<file path="config.mk">
export PLATFORM = sky130hd
export DESIGN_NAME = k005297_supbdlcntr_multi
export DESIGN_NICKNAME = d
export VERILOG_FILES = /design/src/rtl/k005297_supbdlcntr_multi.sv
export SDC_FILE = /design/constraint.sdc
export NUM_CORES = 1
export LEC_CHECK = 0
export BUFFER_PORTS_ARGS = -buffer_cell sky130_fd_sc_hd__buf_2
export CAP_MARGIN = 20
export CELL_PAD_IN_SITES_DETAIL_PLACEMENT = 2
export CELL_PAD_IN_SITES_GLOBAL_PLACEMENT = 2
export CORE_MARGIN = 1
export CORE_UTILIZATION = 26
export CTS_BUF_LIST = sky130_fd_sc_hd__clkbuf_2
export DETAILED_ROUTE_END_ITERATION = 12
export PLACE_DENSITY_LB_ADDON = 0.1
export RECOVER_POWER = 50
export SYNTH_ARGS = -nofsm -noshare
export SYNTH_HDL_FRONTEND = slang
export SYNTH_SLANG_ARGS = --single-unit
</file>
<file path="constraint.sdc">
create_clock -name i_MCLK -period 1.6 [get_ports i_MCLK]
set_input_delay 0.32 -clock i_MCLK [delete_from_list [all_inputs] [get_ports i_MCLK]]
set_output_delay 0.32 -clock i_MCLK [all_outputs]
set_load 0.01 [all_outputs]
</file>
<file path="src/rtl/k005297_supbdlcntr_multi.sv">
// Supplementary bubble data length counter: tracks a programmable-length burst
// in 1-bit or 4-bit mode, produces the shared count strobe and end/done pulses.
module k005297_supbdlcntr_multi #(
  parameter int CNTR_W = 4,
  parameter int STEP4  = 4
) (
  input  logic              i_MCLK,
  input  logic              i_RST,
  input  logic              i_CLK2M_PCEN_n,
  input  logic              i_SYS_RUN_FLAG,
  input  logic              i_START_n,
  input  logic [CNTR_W-1:0] i_LEN,
  input  logic              i_4BEN_n,
  input  logic              i_SLOT_STB,
  input  logic              i_WIN,
  input  logic              i_BDI_EN,
  input  logic              i_MSKREG_SR_LSB,
  input  logic              i_GLCNT_RD,
  output logic              o_SUPBDLCNTR_CNT,
  output logic              o_SUPBD_ACT_n,
  output logic              o_SUPBD_END_n,
  output logic [CNTR_W-1:0] o_REMAIN,
  output logic              o_DONE,
  output logic              o_OVERRUN
);

  typedef enum logic [1:0] {IDLE, ARM, RUN, TERM} state_t;

  localparam logic [CNTR_W-1:0] ALL_ONES = '1;

  state_t            state_q, state_d;
  logic [CNTR_W-1:0] cnt_q, cnt_d;
  logic              act_n_q, act_n_d;
  logic              end_n_q, end_n_d;
  logic              done_q, done_d;
  logic              ovr_q, ovr_d;
  logic              tick;
  logic              cnt_stb;
  logic [CNTR_W:0]   step;

  assign tick    = ~i_CLK2M_PCEN_n;
  assign cnt_stb = i_BDI_EN ? i_GLCNT_RD
                            : ((state_q == RUN) & i_WIN & i_MSKREG_SR_LSB);
  // One extra bit so a step equal to the counter range still compares correctly.
  assign step    = i_4BEN_n ? (CNTR_W+1)'(1) : (CNTR_W+1)'(STEP4);

  always_comb begin
    state_d = state_q;
    cnt_d   = cnt_q;
    act_n_d = act_n_q;
    end_n_d = end_n_q;
    done_d  = done_q;
    ovr_d   = ovr_q;
    if (tick) begin
      end_n_d = 1'b1;
      done_d  = 1'b0;
      if (state_q != IDLE && !i_SYS_RUN_FLAG) begin
        // Abort wins over every other transition; overrun history is kept.
        end_n_d = 1'b0;
        act_n_d = 1'b1;
        cnt_d   = ALL_ONES;
        state_d = IDLE;
      end else begin
        unique case (state_q)
          IDLE: begin
            if (!i_START_n && i_SYS_RUN_FLAG) begin
              cnt_d   = i_LEN;
              ovr_d   = 1'b0;
              act_n_d = 1'b0;
              state_d = ARM;
            end
          end
          ARM: begin
            if (i_SLOT_STB) state_d = (cnt_q == '0) ? TERM : RUN;
          end
          RUN: begin
            if (cnt_stb) begin
              if ({1'b0, cnt_q} > step) begin
                cnt_d = cnt_q - step[CNTR_W-1:0];
              end else begin
                cnt_d   = '0;
                state_d = TERM;
              end
            end
          end
          TERM: begin
            if (cnt_stb) ovr_d = 1'b1;
            if (i_SLOT_STB) begin
              end_n_d = 1'b0;
              done_d  = 1'b1;
              act_n_d = 1'b1;
              cnt_d   = ALL_ONES;
              state_d = IDLE;
            end
          end
          default: state_d = IDLE;
        endcase
      end
    end
  end

  always_ff @(posedge i_MCLK) begin
    if (i_RST) begin
      state_q <= IDLE;
      cnt_q   <= ALL_ONES;
      act_n_q <= 1'b1;
      end_n_q <= 1'b1;
      done_q  <= 1'b0;
      ovr_q   <= 1'b0;
    end else begin
      state_q <= state_d;
      cnt_q   <= cnt_d;
      act_n_q <= act_n_d;
      end_n_q <= end_n_d;
      done_q  <= done_d;
      ovr_q   <= ovr_d;
    end
  end

  assign o_SUPBDLCNTR_CNT = cnt_stb;
  assign o_SUPBD_ACT_n    = act_n_q;
  assign o_SUPBD_END_n    = end_n_q;
  assign o_REMAIN         = cnt_q;
  assign o_DONE           = done_q;
  assign o_OVERRUN        = ovr_q;

endmodule

</file>
Yosys cells after proc, flatten, opt, wreduce, memory -nomap -nowiden
Index checks and enable logic that the tools add are counted.
{ "classes": {"reduce_logical": 14, "addsub": 1, "eq_ne": 10, "order_cmp": 1, "bitwise_logic": 4, "n_mux": 28} }
{ "op_table": {"columns": ["op", "count"], "rows": [
  ["$mux W4", 5],
  ["$mux W1", 12],
  ["$mux W2", 6],
  ["$ne A3 B3 Y1 const B", 4],
  ["$pmux W4 S3", 1],
  ["$reduce_and A5 Y1", 2],
  ["$pmux W2 S4", 1],
  ["$reduce_and A6 Y1", 1],
  ["$eq A2 B2 Y1 const B", 2],
  ["$gt A4 B3 Y1", 1],
  ["$logic_not A4 Y1", 1],
  ["$ne A2 B2 Y1 const B", 2],
  ["$pmux W1 S2", 2],
  ["$reduce_and A4 Y1", 1],
  ["$reduce_bool A2 Y1", 2],
  ["$reduce_bool A4 Y1", 1],
  ["$sub A4 B3 Y4", 1],
  ["$mux W3", 1],
  ["$ne A3 B2 Y1 const B", 1],
  ["$reduce_bool A3 Y1", 1],
  ["$and A1 B1 Y1", 2],
  ["$eq A2 B1 Y1 const B", 1],
  ["$logic_and A1 B1 Y1", 2],
  ["$logic_not A1 Y1", 2],
  ["2 further kinds", 3]
]} }
{ "word_totals": {"elab_cells": 64, "output_inout_bits": 9, "input_bits": 15, "ff_bits": 10} }

Logic depth before layout (Yosys ltp)
Gate-level depths: netlist of the first run.
{ "depth": {"depth_word": 7, "ltp_mapped": 8, "depth_no_buf": 8} }

Worst setup path before layout of the first run
OpenSTA, ideal clock, no wires.
{ "synth_timing": {"path_kind": "register to register", "start": "reg cnt_q[0] (netlist: o_REMAIN[0])", "end": "reg state_q[1]", "required_time_ps": 1480, "path_buffers": 0, "slack_ps": -172, "t_arrival_ps": 1652, "setup_time_ps": 120, "path_stages_with_launch": 9, "cell_sequence": "dfxtp_1 -> inv_1 -> ha_1 -> ha_1 -> nor2b_1 -> o31a_1 -> a21oi_1 -> and4b_1 -> o31a_1"} }
{ "synth_via": {"elab_chain_cells": 3} }
{ "synth_lines": {"columns": ["item", "line_no", "rtl"], "rows": [
  ["start, declared", "32", "logic [CNTR_W-1:0] cnt_q, cnt_d;"],
  ["start signal, assigned", "112", "cnt_q <= cnt_d;"],
  ["$gt A4 B3 Y1", "78", "if ({1'b0, cnt_q} > step) begin"],
  ["$ne A3 B3 Y1 (no source line)", null, null],
  ["$reduce_and A6 Y1 (no source line)", null, null],
  ["end signal, assigned", "111", "state_q <= state_d;"],
  ["end, declared", "31", "state_t state_q, state_d;"]
]} }
No other way between the ends.
A chain may end at the register's enable or synchronous reset.

Worst setup path after layout of the first run
{ "layout_timing": {"start": "reg state_q[0]", "end": "out o_SUPBDLCNTR_CNT"} }
{ "layout_via": {"elab_chain_cells": 4} }
{ "layout_lines": {"columns": ["item", "line_no", "rtl"], "rows": [
  ["$eq A2 B2 Y1", "43", ": ((state_q == RUN) & i_WIN & i_MSKREG_SR_LSB);"],
  ["$and A1 B1 Y1 (2 in a row)", "43", null],
  ["$mux W1", "42", "assign cnt_stb = i_BDI_EN ? i_GLCNT_RD"],
  ["end, declared", "19", "output logic o_SUPBDLCNTR_CNT,"]
]} }
No other way between the ends.

==> impl_metrics.ini, run 1 <==
[worst_hold_path]
hold_class = input port to flip-flop

[setup_path]
crit_fanout = 4
worst-r2r-setup-slack_ns = -0.13
cpLargestDelayFamily = flip-flops
crit_path_end = o_SUPBDLCNTR_CNT
crit_path_end_kind = output port
cp_num_buf_inv = 2
reg2reg_depth = 8
arrival_ns = 1.42
crit_type = flip-flop to output port
r2r-start = state_q[0]
path_cells = inv_4 > ha_4 > and4b_2 > a21o_1 > buf_2
crit_cells = 5
r2r_end = o_REMAIN[2]
cp-start-kind = flip-flop
worstSetupStartpoint = state_q[0]
critPathSlowestCell = dfxtp_2
cp.required_ns = 1.28
cpPeakStageDelay_ns = 0.37

[placement]
dp_hpwl_um = 2360
dpl.cell_count = 170
gp_congestion = 0.826
io_buffers = 23

[cts]
cts_tree = done
clk_path_buf_depth = 2
numCtsBuffers = 3
cts-root-buf = clkbuf_2
path_clk_slew_ns = 0.11
cts_sinks = 10
insertion_delay_ns = 0.28
htree_levels = 1
ctsHoldBuffers = 0

[sta]
maxSlewHeadroom = 0.816
post-route-period-util = 1.09
setup_viol = 8
setup_tns_ns = -0.771
setup_slack_ns = -0.139
whs_ns = 0.328
worstMarginPinSlew_ns = 0.273
timing_hold_violations_final = 0
drv_slew = 0
rsz0062_at_grt = true
final.min_clock_period_ns = 1.74
fin_skew_ns = 0.0234
max_freq_mhz = 575

[floorplanning]
die_h_um = 56.6
die_area_um2 = 3210
num_io_pins = 24
core_um2 = 2780
die_w_um = 56.6
initial_core_util = 0.279
rows = 19

[drt]
wire_per_inst_um = 18.3
postRouteAntennaNets = 0
firstDrtPassIters = 4
wl_um = 3310
vias_per_cell = 5.30
vias = 960
drt_iter0_drc = 16
drc = 0

[layout]
diodes = 0
final_common_cell = buf_4
syn2layout_area_growth_pct = 67.6
mostFrequentLayoutCells = buf_4, buf_2, a21oi_1, nand2_1
multiInputGateArea_um2 = 659
fin_nets = 173
layout-drive-gt1-share = 0.527
num-fill-cells = 321
final_cells = 181
seq_area_um2 = 210

[grt]
grt_max_degree = 9
grt_pass1_wl_um = 5220
grt_overflow_total = 0
antenna_found_initial = 0
grt.total_usage = 0.213
grt_pass1_vias = 1069

[synth]
synth_enable_flop_cells = 0
async_flop_share = 0
synthesis.nets = 116
synth_area_um2 = 776
syn_avg_cell_area_um2 = 8.25
yosysWarnings = 0
synth_ff_type = dfxtp_1
synth.distinct_cells = 36
ys_ff_latch = 10
yosysSeqAreaShare = 0.258
synthCells = 94

[power_and_ir_drop]
p_per_area_nw_per_um2 = 708
leakagePower_uw = 0.000583
peakVddDrop_v = 0.000465

[run_status]
status = finished with violations
violations = setup timing

[run]
cap_viol_max_count = 0
## stage by stage
stage          power, uW  cell area (um2)   util  worst slack (ns)
2_1_floorplan        512              855      -          -0.00679
3_3_place_gp         689             1180  0.423            -0.130
3_5_place_dp         704             1180  0.423            -0.181
4_1_cts              898             1240  0.445            -0.119
5_1_grt              980             1300  0.467            -0.227
6_report             920             1300  0.467            -0.139
## cell type report
cell class | instances | share of cell area
Clock buffer | 4 | 0.0154
Timing Repair Buffer | 53 | 0.261
Sequential cell | 10 | 0.162
Inverter | 8 | 0.0250
Multi-Input combinational cell | 75 | 0.507
Tap cell | 31 | 0.0298
## routing by layer
metal,GRT usage,wire (um),vias up
li1,-,-,462
met4,0.0627,26,0
met2,0.395,1850,23
met5,0,0,-
met1,0.243,1330,471
met3,0.0392,103,4
## report_power, final
part           switching [uW]  internal, uW  total [uW]
Sequential               21.1           274         295
Combinational             222           231         453
Clock                     106          66.3         172
Total                     349           571         920
## worst reg2reg max path: stages (launching register included)
cell and delay (ns):
dfxtp_2 0.37, inv_4 0.05, ha_4 0.16, and4b_2 0.25
buf_4 0.15, a211oi_2 0.15, nand2b_4 0.20, a21oi_1 0.06
a211o_1 0.26
## synth_stat cells, types with 2 or more instances
library cell  instances  area share
a211o_1               3       0.034
a21oi_1              10       0.065
a31oi_1               2       0.016
and4b_1               2       0.026
dfxtp_1              10        0.26
ha_1                  7        0.11
inv_1                 7       0.034
nand2_1               7       0.034
nand2b_1              2       0.016
nand3_1               2       0.013
nor2_1                7       0.034
nor2b_1               4       0.032
nor3_1                5       0.032
o21ai_0               2       0.013
o22ai_1               2       0.016
o31a_1                2       0.023
## cells by family (layout without fill, tap and decap cells)
family,after synthesis,count (layout),synth area share
fa+ha+maj,7,7,0.113
compound gates,32,32,0.315
buf+inv,9,65,0.0435
simple gates,36,36,0.271
flops,10,10,0.258
## worst min path at each step
stage / startpoint / to / slack [ns] / cells after the start
2_1_floorplan: i_RST / o_DONE / 0.39 / 1
3_3_place_gp: o_SUPBD_END_n / o_SUPBD_END_n / 0.45 / 2
3_5_place_dp: o_SUPBD_END_n / o_SUPBD_END_n / 0.46 / 2
4_1_cts: i_RST / o_DONE / 0.31 / 2
5_1_grt: i_RST / o_REMAIN[2] / 0.31 / 2
6_report: i_RST / o_DONE / 0.33 / 2
## sequential cells by signal, indices dropped and copies added, names as in the netlist
signal,flops
o_DONE,1
o_OVERRUN,1
o_REMAIN,4
o_SUPBD_ACT_n,1
o_SUPBD_END_n,1
state_q,2
## timing repair
item / CTS / global route
gates resized for setup: 8 / 7
setup buffers: 2 / 5
pin swaps: 4 / 7
endpoints found under the setup margin: 7 / 9
Note: power is estimated with default switching activity, not from simulation.
==> inputs of run 2 (changes only) <==
==> constraint.sdc (replaced) <==
create_clock -name i_MCLK -period 1.6 [get_ports i_MCLK]
set_input_delay 0.24 -clock i_MCLK [delete_from_list [all_inputs] [get_ports i_MCLK]]
set_output_delay 0.24 -clock i_MCLK [all_outputs]
set_load 0.01 [all_outputs]
==> impl_metrics.ini, run 2 (same netlist as run 1, synthesis figures left out) <==
[drt]
drt_iter0_drc = 7
drc = 0
wl_um = 3070
wire_per_inst_um = 17.6
postRouteAntennaNets = 0
vias_per_cell = 5.33
vias = 933
firstDrtPassIters = 4

[placement]
io_buffers = 23
gp_congestion = 0.848
dp_hpwl_um = 2400
dpl.cell_count = 167
dpl-instance-area_um2 = 1150
dpl_worst_slack_ns = -0.116

[layout]
diodes = 0
fin_nets = 167
final_area_um2 = 1250
mostFrequentLayoutCells = buf_4, buf_2, a21oi_1, nand2_1
largest_reg_flops = 4
final_cells = 175
num-fill-cells = 327
final_common_cell = buf_4
syn2layout_area_growth_pct = 61.1
multiInputGateArea_um2 = 652
seq_area_um2 = 213
final_util = 0.449
layout-drive-gt1-share = 0.507

[grt]
grt_overflow_total = 0
grt_max_degree = 9
grt.total_usage = 0.204
grt_pass1_wl_um = 4890
antenna_found_initial = 0
grt_pass1_vias = 1029

[setup_path]
cpLargestDelayFamily = compound AO/OA/AOI/OAI gates
path_cells = inv_2 > ha_4 > ha_4 > nor2b_4 > o31a_1 > a21oi_2 > and4b_1 > o31a_1
cp-start-kind = flip-flop
crit_type = flip-flop to flip-flop
crit_path_end_kind = flip-flop
cp_num_buf_inv = 1
critPathSlowestCell = dfxtp_4
crit_cells = 8
cpPeakStageDelay_ns = 0.37
reg2reg_depth = 8
arrival_ns = 1.86
crit_fanout = 4
cp.required_ns = 1.78

[sta]
final.min_clock_period_ns = 1.67
timing_hold_violations_final = 0
maxSlewHeadroom = 0.796
rsz0062_at_grt = true
worstMarginPinSlew_ns = 0.304
setup_slack_ns = -0.0727
max_freq_mhz = 598
post-route-period-util = 1.05
setup_viol = 7
setup_tns_ns = -0.355
drv_slew = 0
fin_skew_ns = 0.0234

[run_status]
status = finished with violations
violations = setup timing

[cts]
insertion_delay_ns = 0.28
path_clk_slew_ns = 0.13
clk_path_buf_depth = 2
numCtsBuffers = 3
htree_levels = 1
cts-root-buf = clkbuf_2
cts_sinks = 10
cts_tree = done

[floorplanning]
die_h_um = 56.6
num_io_pins = 24
die_w_um = 56.6
core_um2 = 2780
die_area_um2 = 3210
initial_core_util = 0.279
rows = 19

[power_and_ir_drop]
p_per_area_nw_per_um2 = 717
leakagePower_uw = 0.000558
peakVddDrop_v = 0.000524

[run]
cap_viol_max_count = 0

[worst_hold_path]
hold_class = input port to flip-flop
whs_path_depth = 2
run 2: path summary, 6_finish.rpt:
kind	from	end	slack, ns
max	o_REMAIN[0]	state_q[1]	-0.07
min	i_RST	o_DONE	0.24
max reg2reg	o_REMAIN[0]	state_q[1]	-0.07
min reg2reg	o_SUPBD_END_n	o_SUPBD_END_n	0.48
run 2: cell type report:
type,count,area share
multi-input combinational,75,0.522
timing repair buffer,47,0.235
sequential,10,0.170
tap,31,0.0310
inverter,8,0.0260
clock buffer,4,0.0160
run 2: where the power goes:
group	internal [uW]	total, uW	switching, uW
Combinational	227	432	205
Sequential	274	298	23.1
Clock	66.3	167	100
run 2: what timing repair did:
action,4_1_cts,5_1_grt
hold buffers,0,0
setup buffers,3,1
pin swaps,4,6
resized for setup,7,5
setup endpoints to repair,7,9
run 2: through the flow:
stage	power, uW	hold slack [ns]
floorplan	512	0.312
global placement	682	0.448
detailed placement	701	0.454
CTS	901	0.235
global route	964	0.212
finish	896	0.239
run 2: per-layer routing:
metal,vias to the layer above,GRT usage,share of wire
met4,0,0.0627,0.021
met3,7,0.0438,0.031
li1,449,-,-
met2,17,0.408,0.55
met5,-,0,0
met1,460,0.205,0.40
